**src/rtl/fetch_queue.sv**
```systemverilog
// rtl/fetch_queue.sv - sequential instruction fetch front end with PC-tagged FIFO and redirect flush
module fetch_queue #(
  parameter int ADDR_WIDTH  = 64,
  parameter int INSTR_WIDTH = 32,
  parameter int DEPTH       = 4,
  parameter int PC_STEP     = 4
) (
  input  logic                       clk,
  input  logic                       reset,
  input  logic [ADDR_WIDTH-1:0]      entry,
  output logic                       ic_read,
  output logic [ADDR_WIDTH-1:0]      ic_addr,
  input  logic                       ic_busy,
  input  logic [INSTR_WIDTH-1:0]     ic_data,
  input  logic                       redirect_valid,
  input  logic [ADDR_WIDTH-1:0]      redirect_pc,
  output logic                       out_valid,
  output logic [ADDR_WIDTH-1:0]      out_pc,
  output logic [INSTR_WIDTH-1:0]     out_instr,
  input  logic                       out_ready,
  output logic [$clog2(DEPTH):0]     count
);

  localparam int PW = $clog2(DEPTH);
  localparam int CW = PW + 1;
  localparam logic [CW-1:0]         FULL = CW'(DEPTH);
  localparam logic [ADDR_WIDTH-1:0] STEP = ADDR_WIDTH'(PC_STEP);

  typedef enum logic [1:0] {
    IDLE  = 2'd0,
    FETCH = 2'd1,
    DRAIN = 2'd2
  } state_t;

  state_t                  state;
  logic [ADDR_WIDTH-1:0]   fetch_pc;
  logic [ADDR_WIDTH-1:0]   drain_addr;
  logic [PW-1:0]           wr_ptr;
  logic [PW-1:0]           rd_ptr;
  logic [CW-1:0]           count_q;
  logic [ADDR_WIDTH-1:0]   pc_mem    [DEPTH];
  logic [INSTR_WIDTH-1:0]  instr_mem [DEPTH];
  logic                    completing;
  logic                    push;
  logic                    pop;

  // Request decode looks only at registered state so the cache never sees a
  // combinational path from its own busy or from decode's ready.
  assign ic_read    = ((state == FETCH) && (count_q < FULL)) || (state == DRAIN);
  assign ic_addr    = (state == DRAIN) ? drain_addr : fetch_pc;
  assign completing = ic_read && !ic_busy;
  assign push       = (state == FETCH) && completing && !redirect_valid;
  assign pop        = out_valid && out_ready && !redirect_valid;

  assign out_valid  = (count_q != '0);
  assign out_pc     = pc_mem[rd_ptr];
  assign out_instr  = instr_mem[rd_ptr];
  assign count      = count_q;

  always_ff @(posedge clk) begin
    if (push) begin
      pc_mem[wr_ptr]    <= fetch_pc;
      instr_mem[wr_ptr] <= ic_data;
    end
  end

  always_ff @(posedge clk) begin
    if (reset) begin
      state      <= IDLE;
      fetch_pc   <= entry;
      drain_addr <= entry;
      wr_ptr     <= '0;
      rd_ptr     <= '0;
      count_q    <= '0;
    end else if (redirect_valid) begin
      wr_ptr   <= '0;
      rd_ptr   <= '0;
      count_q  <= '0;
      fetch_pc <= redirect_pc;
      case (state)
        FETCH: begin
          // A read still waiting on the cache must be seen through at its
          // original address before the new stream can start.
          if (ic_read && ic_busy) begin
            state      <= DRAIN;
            drain_addr <= fetch_pc;
          end else begin
            state <= FETCH;
          end
        end
        DRAIN:   state <= DRAIN;
        default: state <= FETCH;
      endcase
    end else begin
      if (push) begin
        wr_ptr   <= wr_ptr + 1'b1;
        fetch_pc <= fetch_pc + STEP;
      end
      if (pop) begin
        rd_ptr <= rd_ptr + 1'b1;
      end
      if (push && !pop) begin
        count_q <= count_q + 1'b1;
      end else if (pop && !push) begin
        count_q <= count_q - 1'b1;
      end
      case (state)
        IDLE:    state <= FETCH;
        DRAIN:   if (!ic_busy) state <= FETCH;
        default: state <= FETCH;
      endcase
    end
  end

endmodule

```
**config.mk**
```make
export PLATFORM = sky130hd
export DESIGN_NAME = fetch_queue
export DESIGN_NICKNAME = d
export VERILOG_FILES = /design/src/rtl/fetch_queue.sv
export SDC_FILE = /design/constraint.sdc
export NUM_CORES = 1
export LEC_CHECK = 0
export CORE_UTILIZATION = 40
export CTS_CLUSTER_SIZE = 28
export DETAILED_ROUTE_END_ITERATION = 12
export PLACE_DENSITY_LB_ADDON = 0.12
export SYNTH_ARGS = -nofsm -noshare
export SYNTH_HDL_FRONTEND = slang
export SYNTH_SLANG_ARGS = --single-unit
```
**constraint.sdc**
```tcl
create_clock -name clk -period 15.3 [get_ports clk]
set_input_delay 3.06 -clock clk [delete_from_list [all_inputs] [get_ports clk]]
set_output_delay 3.06 -clock clk [all_outputs]
set_load 0.01 [all_outputs]
```
# Word level (Yosys, flattened, before mapping)
# Memory sizes are Yosys's and may differ from the RTL's. A register that Yosys moved wholly into a read port is not among the register bits.
# Cells that the tools add are included.
# word_totals
wordCells	60
reg_bits	137
out_inout_bits	165
inputBits	165
memories	2
ramBits	384
# mem_list
memory	words	width	read_ports	rd_clocked_by_memory_dff	wr	line	rtl
pc_mem	4	64	1	1	1	41	logic [ADDR_WIDTH-1:0] pc_mem [DEPTH];
instr_mem	4	32	1	1	1	42	logic [INSTR_WIDTH-1:0] instr_mem [DEPTH];
# op_classes
n_mux	21
order_cmp	1
eq_ne	3
n_reduce_logical	22
n_addsub	5
# op_table
cell	count
64-bit 2-to-1 mux	8
64-bit by 3-bit adder with 64-bit output (second input constant)	1
2-bit 2-to-1 mux	8
1-bit logical AND	9
2-bit nonzero test	4
3-bit 2-to-1 mux	2
3-bit nonzero test	2
2-bit by 1-bit adder with 2-bit output (second input constant)	2
1-bit logical NOT	4
2-bit case mux with 2 select lines	1
3-bit by 1-bit adder with 3-bit output (second input constant)	1
3-bit less-than comparator (second input constant)	1
3-bit != test (second input constant)	1
3-bit AND reduction	1
3-bit by 1-bit subtractor with 3-bit output (second input constant)	1
2-bit by 1-bit == test with 1-bit output (second input constant)	1
2-bit == test (second input constant)	1
1-bit 2-to-1 mux	2
2-bit OR reduction	1
1-bit logical OR	1

# Longest topological paths before layout
# depth
ltp_word	10
ltp_mapped	11

# Worst setup path before layout
# OpenSTA, ideal clock, no wires.
# synth_timing
path_type	input-to-reg
start	input port ic_busy
end	register fetch_pc[10], enable pin
path_slack_ns	7.295
required_ns	14.732
arrival_ns	7.437
cell_stages	1
cell_sequence	o21ai_0
# synth_between
elab_chain_cells	5
# synth_rtl
item	line	rtl
start: declaration	13	input logic ic_busy,
1-bit logical NOT	-	
1-bit logical AND	51	assign completing = ic_read && !ic_busy;
1-bit logical AND (2 in series)	52	assign push = (state == FETCH) && completing && !redirect_valid;
3-bit nonzero test (no line)	-	
end signal: assignment	70	fetch_pc <= entry;
end signal: assignment	79	fetch_pc <= redirect_pc;
end signal: assignment	97	fetch_pc <= fetch_pc + STEP;
end: declaration	36	logic [ADDR_WIDTH-1:0] fetch_pc;
# Every way passes these cells.
# A chain may end at the register's enable or synchronous reset.

==> metrics.log <==
INFO  metric clockRootBuffer = sky130_fd_sc_hd__clkbuf_16
INFO  metric ant_nets = 0
INFO  metric sinks_on_clock_net = 523
INFO  metric rsz_0062_raised_after_global_routing = no
INFO  metric row_count = 86
INFO  metric hpwl = 40500 um
INFO  metric grt.overflow.total = 0
INFO  metric critical_path.max_fanout = 72
INFO  metric grt_max_degree = 99
INFO  metric synth_cell_type_count = 56
INFO  metric mappedNetlistNets = 1542
INFO  metric final.fill_count = 4601
INFO  metric num_vias = 13755
INFO  metric total_cts_buffers = 55
INFO  metric worstHoldPathType = reg2reg
INFO  metric timing.hold.worst_path_depth = 2
INFO  metric tritoncts = built
INFO  metric final_net_count = 1860
INFO  metric fin_crit = 6.36 ns
INFO  metric totalPowerFinal = 3.28 mW
INFO  metric grt_first_pass_wirelength = 91300 um
INFO  metric route.detailed.drc = 0
INFO  metric area_growth = 25.4%
INFO  metric synthesis.instances = 1368
INFO  metric post_cts_buffers = 0
INFO  metric grt_use_met1 = 31.4%
INFO  metric groute.layer.met3.usage = 3.53%
INFO  metric crit_slowest_cell = sky130_fd_sc_hd__buf_4
INFO  metric globalRouteMet2Util = 34.0%
INFO  metric report.final.slew_viol_count = 0
INFO  metric maxCapViolations = 0
INFO  metric drt_first_pass_iters = 6
INFO  metric antenna_found_initial = 2
INFO  metric wire_length_per_cell = 24.9 um
INFO  metric wirelength = 61700 um
INFO  metric setup_total_negative_slack = 0 ns
INFO  metric power.leakage = 9.05 nW
INFO  metric max_freq = 157 MHz
INFO  metric floorplan.die_area = 0.0573 sq mm
INFO  metric hold_start = rd_ptr[1]
INFO  metric hold_violations = 0
INFO  metric max-slew-margin-rel = 21.8%
INFO  metric register_to_register_setup_slack = 10.72 ns
INFO  metric grt_busiest_layer = met2
INFO  metric mappedNetlistArea = 0.0225 sq mm
INFO  metric synth_enable_flop_cells = 512
INFO  metric via_per_inst = 5.55
INFO  metric core = 0.0554 sq mm
INFO  metric port_buffers = 329
INFO  metric irDropWorstVdd = 0.0877 mV
INFO  metric crit_path_end_kind = primary output
INFO  metric timing_worst_slew_pin_value = 1.17 ns
INFO  metric effective_utilization_at_floorplan = 40.7%
INFO  metric timing.hold.ws = 0.526 ns
INFO  metric kind_of_cell_adding_the_most_delay_to_the_critical_path = buffers and inverters
INFO  metric routability_cong = 0.829
INFO  metric worstReg2RegStart = state[0]
INFO  metric avgSynthCellArea = 16.5 sq um
INFO  metric place_worst_setup_slack = 9.14 ns
INFO  metric grt.total_usage = 21.7%
INFO  metric critPathKind = reg2out
INFO  metric clkSlewWorstSetupHoldPaths = 0.07 ns
INFO  metric critPathLaunchType = register
INFO  metric ctsResizeCount = 0
INFO  metric sequential_share_of_the_synthesized_area = 69.2%
INFO  metric path_buf_inv = 2
INFO  metric worstSkewPairLatency = 0.61 ns
INFO  metric fin_crit_sh = 41.6%
INFO  metric r2r_end = pc_mem[0][20]
INFO  metric synth-warning-count = 0
INFO  metric drt_first_iter_violations = 1012
INFO  metric synthFlopType = sky130_fd_sc_hd__edfxtp_1
INFO  metric critical_path_arrival = 3.30 ns
INFO  metric cp_cell_sequence = buf_4 -> mux4_2 -> clkdlybuf4s50_1
INFO  metric final_common_cell = sky130_fd_sc_hd__edfxtp_1
INFO  metric clock-skew-final = 0.0164 ns
INFO  metric count_of_pins_on_the_block_boundary = 330
INFO  metric cts_max_level = 2
INFO  metric power.density_cell_area = 116 mW/mm^2
INFO  metric synth-async-reset-ratio = 0%
INFO  metric cts-root-to-sink-buffers = 3
INFO  metric critical_path.max_stage_delay = 0.92 ns
INFO  metric status = complete, no violations
INFO  metric drive_above_1_share = 17.2%
INFO  metric hold_buffers = 0
INFO  metric grt_pass1_vias = 13905
INFO  metric postSynthRegisterBits = 523
INFO  metric die_height = 239 um
INFO  metric layout_common_cells = sky130_fd_sc_hd__edfxtp_1 (512), sky130_fd_sc_hd__clkdlybuf4s50_1 (327), sky130_fd_sc_hd__nand2_1 (105)
INFO  metric fin_ws = 8.94 ns
INFO  metric die_w = 239 um
INFO  metric timing.critical_path.required = 12.24 ns
INFO  metric worstRegToRegCells = 7
INFO  metric finalSetupViolations = 0
## cell type report
cell class	count	area, sq um	area share [%]
antenna	1	2.50	0.00885
inverter	29	109	0.385
sequential	523	15600	55.2
timing repair buffer	341	3380	12.0
clock inverter	30	236	0.837
tap	748	936	3.31
clock buffer	70	1430	5.07
multi-input combinational	736	6570	23.2
## power by group
group          internal, mW  switching (mW)  total, mW
sequential             1.65          0.0709       1.72
combinational         0.155           0.142      0.297
clock                 0.712           0.549       1.26
total                  2.52           0.762       3.28
## cell usage after synthesis, drive strengths merged (3+ instances only)
cell / instances / area share [%]
and4: 8 / 0.31
a21oi: 14 / 0.31
nand3: 46 / 1.1
or4: 13 / 0.45
xnor2: 14 / 0.54
ha: 8 / 0.44
a22o: 4 / 0.16
nor2b: 6 / 0.17
edfxtp: 512 / 68
nand2: 105 / 1.7
nor4: 16 / 0.57
or3: 10 / 0.28
o31ai: 3 / 0.10
nor3: 26 / 0.58
xor2: 10 / 0.39
nor2: 26 / 0.44
nor3b: 7 / 0.23
buf: 25 / 0.52
clkbuf: 55 / 0.92
and3: 11 / 0.31
a22oi: 30 / 1.0
dfxtp: 11 / 0.98
nand2b: 3 / 0.083
o21ai: 76 / 1.7
mux2: 93 / 4.6
inv: 29 / 0.48
o211ai: 7 / 0.23
or2: 3 / 0.083
a221oi: 4 / 0.16
mux2i: 20 / 0.89
mux4: 96 / 9.6
nand4: 41 / 1.1
and2: 14 / 0.39
## flip-flops by register name, summed over array words and instances, names as in the netlist, named ones only
register / count
pc_mem: 256
instr_mem: 128
drain_addr: 64
fetch_pc: 64
count: 3
rd_ptr: 2
state: 2
wr_ptr: 2
## worst min-delay path, cell delays in order (launching register included)
cell	delay, ns
sky130_fd_sc_hd__dfxtp_1	0.32
sky130_fd_sc_hd__xor2_1	0.07
sky130_fd_sc_hd__nor2_1	0.11
## how the worst max path moves through the flow
stage,from,cells past startpoint,slack (ns),end
detailed placement,ic_busy,4,9.14,instr_mem[0][25]
floorplan,ic_busy,1,7.30,fetch_pc[10]
CTS,register,3,8.86,out_pc[12]
global route,register,3,8.84,out_pc[12]
global placement,ic_busy,4,9.15,instr_mem[3][18]
finish,register,3,8.94,out_pc[20]
## layer usage
metal | share of wire (%) | vias up
li1 | - | 6150
met2 | 47 | 470
met5 | 0.055 | -
met1 | 45 | 7060
met4 | 1.9 | 4
met3 | 6.1 | 71
## logic make-up (layout without fill, tap and decap cells)
family          Yosys count  in the layout  share of synthesized area [%]
flops                   523            523                           69.2
simple gates            341            341                           8.08
mux                     209            209                           15.1
compound gates          153            153                           4.20
buf+inv                 109            470                           1.92
xor+xnor                 24             24                          0.933
fa+ha+maj                 9              9                          0.533
other cells               0              1                              0
## stage by stage
stage                     util, %  cell area (sq um)  std cells
after floorplan                 -              22500       1368
after global placement       48.0              26600       2377
after detailed placement     48.0              26600       2377
after CTS                    51.0              28300       2477
after global routing         51.0              28300       2477
final                        51.0              28300       2478
Note: power is estimated with default switching activity, not from simulation.
